$ cat config.mk
export PLATFORM = sky130hd
export DESIGN_NAME = riscv_small_fetch_queue
export DESIGN_NICKNAME = d
export VERILOG_FILES = /design/src/rtl/riscv_small_fetch_queue.sv
export SDC_FILE = /design/constraint.sdc
export NUM_CORES = 1
export LEC_CHECK = 0
export CAP_MARGIN = 10
export CORE_UTILIZATION = 56
export DETAILED_ROUTE_END_ITERATION = 8
export PLACE_DENSITY = 0.76
export SLEW_MARGIN = 20
export SYNTH_ARGS = -nofsm -noshare
export SYNTH_HDL_FRONTEND = slang
export SYNTH_SLANG_ARGS = --single-unit
$ cat constraint.sdc
create_clock -name clk -period 5.1 [get_ports clk]
set_input_delay 1.275 -clock clk [delete_from_list [all_inputs] [get_ports clk]]
set_output_delay 1.275 -clock clk [all_outputs]
set_load 0.05 [all_outputs]
$ cat src/rtl/riscv_small_fetch_queue.sv
// Instruction-fetch stage with a DEPTH-entry prefetch queue and redirect flush for the riscv-small core.
// Optional same-cycle response bypass to decode: define RISCV_SMALL_FETCH_BYPASS_EN.
module riscv_small_fetch_queue #(
   parameter int              XLEN     = 32,
   parameter int              DEPTH    = 4,
   parameter logic [XLEN-1:0] RESET_PC = '0
) (
   input  logic            clk,
   input  logic            clk_en,
   input  logic            rst_n,
   output logic            imem_req_valid,
   input  logic            imem_req_ready,
   output logic [XLEN-1:0] imem_req_addr,
   input  logic            imem_rsp_valid,
   input  logic [31:0]     imem_rsp_data,
   input  logic            redirect_valid,
   input  logic [XLEN-1:0] redirect_pc,
   output logic            if_valid,
   input  logic            if_ready,
   output logic [31:0]     if_instr,
   output logic [XLEN-1:0] if_pc
);

   localparam int CW = $clog2(DEPTH + 1);
   localparam int PW = $clog2(DEPTH);
   localparam int DW = CW + 4;
   localparam logic [CW:0] DEPTH_C = (CW + 1)'(DEPTH);

   logic [XLEN-1:0] fetch_pc;
   logic [XLEN-1:0] q_pc    [DEPTH];
   logic [31:0]     q_instr [DEPTH];
   logic [XLEN-1:0] pf_pc   [DEPTH];
   logic [PW-1:0]   rd_ptr, wr_ptr;
   logic [PW-1:0]   pf_rd, pf_wr;
   logic [CW-1:0]   count, outstanding;
   logic [DW-1:0]   discard;

   logic            req_fire, rsp_in, rsp_take, bypass, if_fire, push, pop;
   logic [CW:0]     credit_used;

   always_comb begin
      credit_used    = {1'b0, count} + {1'b0, outstanding};
      imem_req_valid = rst_n & clk_en & ~redirect_valid & (credit_used < DEPTH_C);
      imem_req_addr  = fetch_pc;
      req_fire       = imem_req_valid & imem_req_ready;
      rsp_in         = clk_en & imem_rsp_valid;
      rsp_take       = rsp_in & (discard == '0);
`ifdef RISCV_SMALL_FETCH_BYPASS_EN
      bypass         = rsp_take & (count == '0);
`else
      bypass         = 1'b0;
`endif
      if_valid       = clk_en & ~redirect_valid & ((count != '0) | bypass);
      if_fire        = if_valid & if_ready;
      pop            = if_fire & (count != '0);
      // A bypassed word that decode takes immediately never occupies a slot.
      push           = rsp_take & ~(bypass & if_ready);
      if (count != '0) begin
         if_pc    = q_pc[rd_ptr];
         if_instr = q_instr[rd_ptr];
      end else if (bypass) begin
         if_pc    = pf_pc[pf_rd];
         if_instr = imem_rsp_data;
      end else begin
         if_pc    = '0;
         if_instr = '0;
      end
   end

   always_ff @(posedge clk) begin
      if (clk_en && push) begin
         q_pc[wr_ptr]    <= pf_pc[pf_rd];
         q_instr[wr_ptr] <= imem_rsp_data;
      end
      if (req_fire)
         pf_pc[pf_wr] <= fetch_pc;
   end

   always_ff @(posedge clk or negedge rst_n) begin
      if (!rst_n) begin
         fetch_pc    <= RESET_PC;
         rd_ptr      <= '0;
         wr_ptr      <= '0;
         pf_rd       <= '0;
         pf_wr       <= '0;
         count       <= '0;
         outstanding <= '0;
         discard     <= '0;
      end else if (clk_en) begin
         if (redirect_valid) begin
            fetch_pc    <= {redirect_pc[XLEN-1:2], 2'b00};
            rd_ptr      <= '0;
            wr_ptr      <= '0;
            count       <= '0;
            outstanding <= '0;
            discard     <= discard + DW'(outstanding) - DW'(rsp_in);
            // Flushed fetches carry no useful PC, so the PC FIFO only tracks live fetches.
            pf_rd       <= pf_wr;
         end else begin
            if (req_fire) begin
               fetch_pc <= fetch_pc + XLEN'(4);
               pf_wr    <= pf_wr + PW'(1);
            end
            if (rsp_in && (discard != '0))
               discard <= discard - DW'(1);
            if (rsp_take)
               pf_rd <= pf_rd + PW'(1);
            if (push)
               wr_ptr <= wr_ptr + PW'(1);
            if (pop)
               rd_ptr <= rd_ptr + PW'(1);
            outstanding <= outstanding + CW'(req_fire) - CW'(rsp_take);
            count       <= count + CW'(push) - CW'(pop);
         end
      end
   end

endmodule

==> flow_summary_export.csv, run 1 <==
group,metric,value,unit
yosys,synth_ff_type,"sky130_fd_sc_hd__edfxtp_1",
placed_design,pre_cts_ws,0.7558,ns
grt,grt_pass1_vias,9629,
floorplan,floorplan.die.width,178.2,um
yosys,synth_area,0.01739,sq mm
min_path,worst_hold_path.endpoint,"discard[6]",
drt,ant_nets,0,
floorplan,top_level_ports,169,
drt,remaining_drc_errors,0,
layout,commonest_non_fill_non_tap_cell_in_the_layout,"sky130_fd_sc_hd__edfxtp_1",
placed_design,place_congestion,0.8228,
yosys,ys_seq_elements,419,
placed_design,placed_cell_area,0.01949,sq mm
setup_path,r2r_cells,13,
drt,firstDrtPassIters,5,
power_and_ir_drop,max-vdd-ir-drop,0.3243,mV
timing,fin_hold_ws,0.4671,ns
layout,stdcell_count,1587,
yosys,synthDominantAreaCellType,"sky130_fd_sc_hd__edfxtp_1",
grt,initial_antenna_violation_count,0,
setup_path,cp_max_fo,30,
cts,clkLatencyLatePin,0.54,ns
layout,insertedDiodeCount,0,
timing,finalWorstSetupSlack,0.6223,ns
status,run_status,"completed",
setup_path,reg2reg_to,"outstanding[2]",
timing,timing.setup.tns,0,ns
cts,tritoncts,"done",
yosys,synthesis.instances,979,
timing,setup_viol_count_final,0,
yosys,ys_seq_area_share,70.90,%
timing,layout_worst_path_cycle_share,87.80,%
drt,viasPerCell,5.979,
setup_path,ff2ff_setup_slack,1.79,ns
layout,highest_count_cells_in_the_layout_ignoring_fill_and_taps,"368 x sky130_fd_sc_hd__edfxtp_1, 159 x sky130_fd_sc_hd__clkdlybuf4s50_1, 92 x sky130_fd_sc_hd__mux4_2",
timing,maxSlewViolCount,0,
layout,syn_to_final_growth,19.74,%
grt,first_pass_grt_wire_length,55390,um
layout,finish.instance_area,0.02082,sq mm
timing,worst_clock_skew,0.01888,ns
cts,cts_hold_buf,0,
power_and_ir_drop,fin_total_pwr,9.464,mW
yosys,synth_async_reset_ratio,12.17,%
layout,final_nets,1259,
floorplan,initial_utilization,56.83,%
yosys,synth_area_leaders,"sky130_fd_sc_hd__edfxtp_1 64%, sky130_fd_sc_hd__mux4_2 12%, sky130_fd_sc_hd__dfrtp_1 7.3%",
timing,max_clock_freq,223.3,MHz
placed_design,numPortBuffers,162,
cts,numClockSinks,419,
timing,post-route-min-period,4.478,ns
yosys,synth.distinct_cells,69,
power_and_ir_drop,powerDensity,454.6,mW/mm^2
grt,grtUsageTotal,23.51,%
min_path,hold_path_startpoint,"discard[6]",
cts,ctsHtreeMaxLevel,2,
floorplan,fp.dieH,178.2,um
power_and_ir_drop,power.static_leakage,6.897,nW
floorplan,die_area,0.03175,sq mm
yosys,yosys_warnings,0,
setup_path,classification_of_the_worst_setup_path,"flop to output port",
cts,clockBufferDepth,3,
setup_path,critPathArrivalTime,3.20,ns
placed_design,dp_hpwl,21210,um
timing,relSlewSlack,38.51,%
cts,buffer_type_at_the_clock_tree_root,"sky130_fd_sc_hd__clkbuf_16",
floorplan,core-area,0.03059,sq mm
placed_design,dp_cells,1507,
floorplan,core.rowCount,64,
drt,totalWireLength,36060,um
setup_path,worst_ep_required_time,3.83,ns
cts,cts.repair_timing.setup_buffer_count,0,
yosys,number_of_enable_type_register_cells_in_the_synthesized_netlist,368,
cts,cts.reportedPaths.clkPinSlew,0.06,ns
cts,postCtsResizedCells,0,
run,timing.max_cap.violations,0,
setup_path,cp-end-kind,"output port",
setup_path,crit-reg2reg-launch,"count[2]",
drt,drt_first_iter_violations,738,
grt,grt_overflow,0,
layout,finish.utilization,68.05,%
setup_path,timing.critical_path.from,"rd_ptr[0]",
min_path,worstHoldPathCells,1,
timing,finalHoldViolCount,0,
grt,grt_max_degree,63,
layout,drive_gt1_share,16.54,%
drt,vias,9489,
cts,cts_inserted_buffers,43,
setup_path,start_kind,"flop",
timing,unrepaired_setup_endpoints_after_global_routing,"false",
yosys,synthesis.area_per_instance,17.76,sq um
yosys,synth_largest_type_area_fraction,63.56,%
timing,tightest_pin_transition,0.9168,ns
drt,wl_per_cell,22.72,um
min_path,min-delay-path-class,"flop to flop",
==> worst max-delay path, cell delays in order (launching register included) <==
cell and delay, ns:
sky130_fd_sc_hd__dfrtp_4 0.89, sky130_fd_sc_hd__buf_4 0.34, sky130_fd_sc_hd__mux4_2 0.53, sky130_fd_sc_hd__nor2b_1 0.15, sky130_fd_sc_hd__clkdlybuf4s50_1 0.74
==> per-layer routing <==
layer	GRT usage, %	vias to the layer above	share of wire (%)
met2	39.43	361	50
met3	3.666	64	6.4
li1	-	4240	-
met5	0	-	0
met1	31.19	4824	41
met4	9.004	0	2.8
==> state kept, by name, summed over array words and instances (netlist names) <==
signal	count
count	3
pf_wr	2
pf_pc	120
q_pc	120
q_instr	128
rd_ptr	2
outstanding	3
discard	7
wr_ptr	2
pf_rd	2
imem_req_addr	30
==> logic make-up after synthesis <==
group                    count (synthesis)  share of synthesized area, %
multiplexers                           103                         12.57
adder cells (fa/ha/maj)                 32                         2.433
XOR/XNOR                                11                        0.5541
other                                    1                       0.02157
AO/OA/AOI/OAI                          107                         3.987
AND/OR/NAND/NOR                        225                         7.550
buffers and inverters                   81                         1.979
flip-flops                             419                         70.90
==> area by class of cell <==
class	instances	area [sq um]
clock buffer	57	1180
clock inverter	23	146.4
fill	1995	9772
inverter	33	128.9
multi-input combinational	482	4736
sequential	419	12330
tap	396	495.5
timing repair buffer	177	1797
==> cell usage after synthesis, drive strengths merged, types with 3 or more instances <==
cell and instances:
mux2i 8, nand3 17, nand2 36, buf 20, xnor2 6, inv 31
nand4 11, fa 3, a21oi 24, clkbuf 28, mux2 3, o22ai 9
nor3b 3, a31oi 3, and2 12, nor3 18, dfrtp 51, xor2 5
ha 29, and4 8, nor4 10, and3 7, mux4 92, nor2 25
a21o 6, a22oi 7, o21ai 29, edfxtp 368, nor2b 66, a211oi 8
==> how the worst max path moves through the flow <==
stage	end	slack (ns)
final	if_pc[7]	0.62
after CTS	if_pc[7]	0.56
after floorplan	count[2]	1.37
after global routing	if_pc[10]	0.48
after global placement	if_valid	0.77
after detailed placement	if_valid	0.76
==> report_power, final <==
part	switching, mW	total, mW	internal (mW)
combinational	1.34	2.28	0.936
clock	1.24	2.92	1.68
sequential	0.280	4.27	3.99
(Power assumes the default switching activity.)
==> run 2, diff against run 1 <==
ABC_CLOCK_PERIOD_IN_PS = 5100   (was unset)
CORE_ASPECT_RATIO = 0.8   (was unset)
==> run 2 against run 1 <==
Against the previous run:
- clock skew shrank 0.0024 ns
- flip-flop and latch count is the same
- routed wire length increased by 1.8%
- highest routed layer unchanged
- die area about the same
- cell count increased by 1.3%
- hold slack better by 0.010 ns
- largest cell class unchanged
==> flow_summary_export.csv, run 2 (same netlist as run 1, synthesis figures left out) <==
group,metric,value,unit
status,run_status,"completed",
floorplan,initial_utilization,57.09,%
cts,cts_hold_buf,0,
setup_path,critPathArrivalTime,3.04,ns
cts,clkLatencyLatePin,0.53,ns
timing,maxSlewViolCount,0,
grt,grt_overflow,0,
floorplan,die_area,0.03176,sq mm
timing,post-route-min-period,4.311,ns
floorplan,floorplan.die.width,199.0,um
min_path,hold_path_startpoint,"discard[6]",
setup_path,critical_path_depth,4,
setup_path,reg2reg_to,"count[2]",
layout,largest-register,"q_instr",
layout,highest_count_cells_in_the_layout_ignoring_fill_and_taps,"368 x sky130_fd_sc_hd__edfxtp_1, 159 x sky130_fd_sc_hd__clkdlybuf4s50_1, 92 x sky130_fd_sc_hd__mux4_2",
timing,unrepaired_setup_endpoints_after_global_routing,"false",
timing,max_clock_freq,231.9,MHz
setup_path,critPathSlowestCell,"sky130_fd_sc_hd__clkdlybuf4s50_1",
drt,wl_per_cell,22.84,um
drt,drt_first_iter_violations,695,
setup_path,cp_cell_sequence,"buf_12, mux4_2, nor2b_1, clkdlybuf4s50_1",
setup_path,cp_max_fo,28,
setup_path,cp-end-kind,"output port",
layout,commonest_non_fill_non_tap_cell_in_the_layout,"sky130_fd_sc_hd__edfxtp_1",
setup_path,critical_path.n_buffers_inverters,2,
grt,grtUsageTotal,23.87,%
timing,setup_viol_count_final,0,
min_path,worst_hold_path.endpoint,"discard[6]",
cts,ctsHtreeMaxLevel,2,
power_and_ir_drop,powerDensity,455.6,mW/mm^2
floorplan,fp.dieH,159.6,um
grt,initial_antenna_violation_count,0,
layout,drive_gt1_share,17.42,%
setup_path,ff2ff_setup_slack,1.74,ns
timing,finalHoldViolCount,0,
timing,worst_clock_skew,0.01652,ns
setup_path,crit-reg2reg-launch,"count[1]",
drt,firstDrtPassIters,5,
min_path,worstHoldPathCells,1,
layout,syn_to_final_growth,20.62,%
timing,layout_worst_path_cycle_share,84.54,%
grt,grt_max_degree,64,
layout,layout_filler_cell_count,1981,
timing,tightest_pin_transition,0.8597,ns
placed_design,place_congestion,0.8257,
cts,postCtsResizedCells,0,
floorplan,core.rowCount,57,
timing,relSlewSlack,42.68,%
drt,viasPerCell,5.916,
timing,fin_hold_ws,0.4771,ns
cts,clockBufferDepth,3,
placed_design,dp_hpwl,22440,um
drt,ant_nets,0,
run,timing.max_cap.violations,0,
setup_path,worst_ep_required_time,3.83,ns
setup_path,classification_of_the_worst_setup_path,"flop to output port",
drt,vias,9513,
setup_path,r2r_cells,13,
layout,number_of_flip_flops_in_the_largest_register,128,
cts,tritoncts,"done",
power_and_ir_drop,max-vdd-ir-drop,0.2568,mV
cts,cts.reportedPaths.clkPinSlew,0.06,ns
cts,numClockSinks,419,
setup_path,start_kind,"flop",
cts,buffer_type_at_the_clock_tree_root,"sky130_fd_sc_hd__clkbuf_16",
drt,remaining_drc_errors,0,
floorplan,core-area,0.03045,sq mm
floorplan,top_level_ports,169,
cts,cts_inserted_buffers,40,
min_path,min-delay-path-class,"flop to flop",
layout,final_nets,1266,
grt,grt_pass1_vias,9654,
setup_path,cpLargestDelayFamily,"buffers and inverters",
timing,timing.setup.tns,0,ns
cts,cts.repair_timing.setup_buffer_count,0,
placed_design,numPortBuffers,162,
drt,totalWireLength,36720,um
setup_path,critical-path-max-stage-delay,0.77,ns
grt,first_pass_grt_wire_length,56660,um
layout,largestRegisters,"q_instr: 128 flops, pf_pc: 120 flops, q_pc: 120 flops",
power_and_ir_drop,power.static_leakage,6.967,nW
run 2: how the worst max path moves through the flow:
stage | start | end | slack [ns]
finish | rd_ptr[0] | if_pc[20] | 0.79
global route | rd_ptr[0] | if_pc[20] | 0.66
CTS | rd_ptr[0] | if_pc[20] | 0.72
detailed placement | redirect_valid | outstanding[2] | 0.84
global placement | redirect_valid | outstanding[2] | 0.93
floorplan | redirect_valid | count[2] | 1.37
run 2: worst register-to-register path, delay by kind of cell (launching register included):
| family | cells | cell delay, ns |
|---|---|---|
| adder cells (fa/ha/maj) | 3 | 0.82 |
| AND/OR/NAND/NOR | 4 | 0.80 |
| flip-flops | 1 | 0.47 |
| XOR/XNOR | 1 | 0.21 |
| buffers and inverters | 3 | 0.73 |
| AO/OA/AOI/OAI | 2 | 0.22 |
run 2: layout make-up:
| type | instances | area [sq um] | area share (%) |
|---|---|---|---|
| clock buffer | 51 | 1095 | 5.221 |
| inverter | 33 | 128.9 | 0.6146 |
| timing repair buffer | 187 | 1912 | 9.117 |
| sequential | 419 | 12330 | 58.82 |
| tap | 413 | 516.7 | 2.464 |
| antenna | 1 | 2.502 | 0.01193 |
| multi-input combinational | 482 | 4736 | 22.58 |
| clock inverter | 22 | 245.2 | 1.169 |
run 2: report_power, final:
part           internal (mW)  leakage (nW)  switching [mW]  total, mW
combinational          0.934          2.40            1.36       2.30
sequential              3.99          3.91           0.272       4.26
clock                   1.78         0.655            1.22       3.00
run 2: routing by layer:
| layer | global-route usage (%) | share of wire (%) | vias up | wire length, um |
|---|---|---|---|---|
| li1 | - | - | 4254 | - |
| met1 | 34.17 | 42 | 4879 | 15520 |
| met2 | 38.76 | 49 | 343 | 18080 |
| met3 | 4.236 | 7.0 | 37 | 2581 |
| met4 | 5.315 | 1.5 | 0 | 537 |
| met5 | 0 | 0 | - | 0 |
run 2: per-stage QoR:
stage / instance area (sq um) / setup WS, ns / utilization (%) / std cells / total power [mW]
after floorplan: 17400 / 1.368 / - / 982 / 5.866
after global placement: 19630 / 0.9252 / 64.45 / 1534 / 6.567
final: 20970 / 0.7887 / 68.86 / 1608 / 9.554
after detailed placement: 19630 / 0.8395 / 64.45 / 1534 / 6.623
after global routing: 20970 / 0.6621 / 68.85 / 1607 / 9.925
after CTS: 20970 / 0.7205 / 68.85 / 1607 / 9.615
==> run 3, diff against run 2 <==
ABC_CLOCK_PERIOD_IN_PS = 4300   (was 5100)
clock period = 4.3 ns   (was 5.1 ns; I/O delays follow)
==> run 3 against run 2 <==
Against the previous run:
- hold slack worse by 0.013 ns
- register-to-register slack worse by 0.55 ns
- critical path depth unchanged
- critical path type unchanged
- cell count up 0.12%
- power up 17%
- clock-buffer cell count down 3
- highest routed layer unchanged
- worst setup slack worse by 0.60 ns
- combinational power up 19%
- largest cell class unchanged
- first-iteration DRC count up 12%
- non-clock buffer count up 2
==> flow_summary_export.csv, run 3 (same netlist as run 1, synthesis figures left out) <==
group,metric,value,unit
drt,drt_first_iter_violations,777,
setup_path,critical-path-max-stage-delay,0.76,ns
drt,wl_per_cell,22.57,um
timing,finalHoldViolCount,0,
setup_path,cp_cell_sequence,"buf_4, mux4_2, nor2b_1, clkdlybuf4s50_1",
setup_path,timing.critical_path.from,"rd_ptr[0]",
setup_path,cp_max_fo,16,
power_and_ir_drop,fin_total_pwr,11.15,mW
timing,layout_worst_path_cycle_share,95.63,%
layout,largest-register,"q_instr",
min_path,min-delay-path-class,"flop to flop",
layout,layout_filler_cell_count,1967,
setup_path,classification_of_the_worst_setup_path,"flop to output port",
power_and_ir_drop,power.switching_fraction,30.41,%
timing,timing.setup.tns,0,ns
grt,grt_overflow,0,
placed_design,dp_hpwl,22510,um
timing,tightest_pin_transition,0.8546,ns
grt,first_pass_grt_wire_length,56120,um
layout,final_nets,1268,
cts,clockBufferDepth,3,
grt,grt_max_degree,63,
drt,ant_nets,0,
grt,grt.met3_usage,3.897,%
layout,insertedDiodeCount,0,
power_and_ir_drop,power_frac_clock,30.1,%
floorplan,top_level_ports,169,
floorplan,core.rowCount,57,
cts,buffer_type_at_the_clock_tree_root,"sky130_fd_sc_hd__clkbuf_16",
grt,grtUsageTotal,23.52,%
grt,met1_usage,34.43,%
power_and_ir_drop,share_seq_of_total_power,45.4,%
floorplan,die_area,0.03176,sq mm
drt,viasPerCell,5.940,
setup_path,critPathSlowestCell,"sky130_fd_sc_hd__clkdlybuf4s50_1",
setup_path,worst_ep_required_time,3.22,ns
cts,clkLatencyLatePin,0.54,ns
grt,grt_pass1_vias,9670,
power_and_ir_drop,cell_int_power,7.762,mW
timing,worst_clock_skew,0.01482,ns
timing,relSlewSlack,43.03,%
run,timing.max_cap.violations,0,
cts,cts_hold_buf,0,
setup_path,critPathArrivalTime,3.04,ns
cts,ctsHtreeMaxLevel,2,
layout,drive_gt1_share,17.04,%
min_path,hold_path_startpoint,"discard[6]",
grt,grt.busiest_layer,"met2",
timing,post-route-min-period,4.112,ns
timing,setup_viol_count_final,0,
layout,commonest_non_fill_non_tap_cell_in_the_layout,"sky130_fd_sc_hd__edfxtp_1",
layout,number_of_flip_flops_in_the_largest_register,128,
placed_design,place_congestion,0.8612,
power_and_ir_drop,max-vdd-ir-drop,0.3475,mV
layout,largestRegisters,"q_instr: 128 flops, pf_pc: 120 flops, q_pc: 120 flops",
cts,postCtsResizedCells,0,
power_and_ir_drop,powerDensity,533.0,mW/mm^2
grt,initial_antenna_violation_count,0,
setup_path,cp-end-kind,"output port",
floorplan,floorplan.die.width,199.0,um
drt,remaining_drc_errors,0,
floorplan,core-area,0.03045,sq mm
layout,highest_count_cells_in_the_layout_ignoring_fill_and_taps,"368 x sky130_fd_sc_hd__edfxtp_1, 159 x sky130_fd_sc_hd__clkdlybuf4s50_1, 92 x sky130_fd_sc_hd__mux4_2",
cts,cts.reportedPaths.clkPinSlew,0.07,ns
cts,cts_inserted_buffers,40,
floorplan,initial_utilization,57.09,%
drt,firstDrtPassIters,5,
cts,cts.repair_timing.setup_buffer_count,0,
setup_path,crit-reg2reg-launch,"count[2]",
grt,grt_use_met2,37.19,%
drt,totalWireLength,36340,um
cts,tritoncts,"done",
cts,numClockSinks,419,
placed_design,numPortBuffers,162,
timing,unrepaired_setup_endpoints_after_global_routing,"false",
status,run_status,"completed",
floorplan,fp.dieH,159.6,um
timing,max_clock_freq,243.2,MHz
layout,syn_to_final_growth,20.36,%
timing,maxSlewViolCount,0,
setup_path,start_kind,"flop",
power_and_ir_drop,power.share.combinational,24.5,%
power_and_ir_drop,power.static_leakage,6.947,nW
drt,vias,9564,
power_and_ir_drop,p_switching,3.392,mW
## run 3: cell types whose count changed in the layout (fill, tap and decap cells not counted), sizes merged
cell and change:
buf +2, clkinvlp -2, diode -1, inv +2
clkinv +6, bufinv -2, clkbuf -3
## run 3: worst paths after layout
| path | to | slack (ns) | cells after the start |
|---|---|---|---|
| max in group asynchronous | rd_ptr[0] | 3.03 | 2 |
| min | discard[6] | 0.46 | 1 |
| max reg2reg | outstanding[2] | 1.19 | 13 |
| min reg2reg | discard[6] | 0.46 | 1 |
| min in group asynchronous | imem_req_addr[5] | 0.72 | 2 |
| max | if_pc[22] | 0.19 | 4 |
## run 3: layout make-up
cell class                 instances  area, sq um  share of cell area (%)
timing repair buffer             189         1952                   9.328
inverter                          33        128.9                  0.6159
clock buffer                      48         1031                   4.927
sequential                       419        12330                   58.94
clock inverter                    26        226.5                   1.082
tap                              413        516.7                   2.470
multi-input combinational        482         4736                   22.63
## run 3: worst max-delay path: cells and delay by family, from the launching register on
kind,cells,cell delay (ns)
buf+inv,2,1.11
simple gates,1,0.15
flops,1,0.67
mux,1,0.56
## run 3: through the flow
| step | instance area, sq um | worst slack [ns] | cells | hold slack (ns) | utilization (%) |
|---|---|---|---|---|---|
| floorplan | 17400 | 0.7675 | 982 | 0.4331 | - |
| global placement | 19670 | 0.5691 | 1536 | 0.4584 | 64.58 |
| detailed placement | 19670 | 0.5018 | 1536 | 0.4537 | 64.58 |
| CTS | 20930 | 0.1402 | 1610 | 0.4689 | 68.71 |
| global route | 20930 | 0.06533 | 1610 | 0.4949 | 68.71 |
| finish | 20930 | 0.1881 | 1610 | 0.4641 | 68.71 |
## run 3: layer usage
metal,part of all wire (%),vias up
li1,-,4263
met1,44,4896
met2,47,347
met3,6.6,58
met4,2.1,0
met5,0,-
## run 3: power groups by stage
stage / Clock, mW / Sequential [mW] / Combinational [mW]
2_1_floorplan: 0 / 5.12 / 1.83
3_3_place_gp: 0 / 5.13 / 2.69
3_5_place_dp: 0 / 5.14 / 2.75
4_1_cts: 3.42 / 5.06 / 2.76
5_1_grt: 3.58 / 5.09 / 2.94
6_report: 3.36 / 5.06 / 2.74
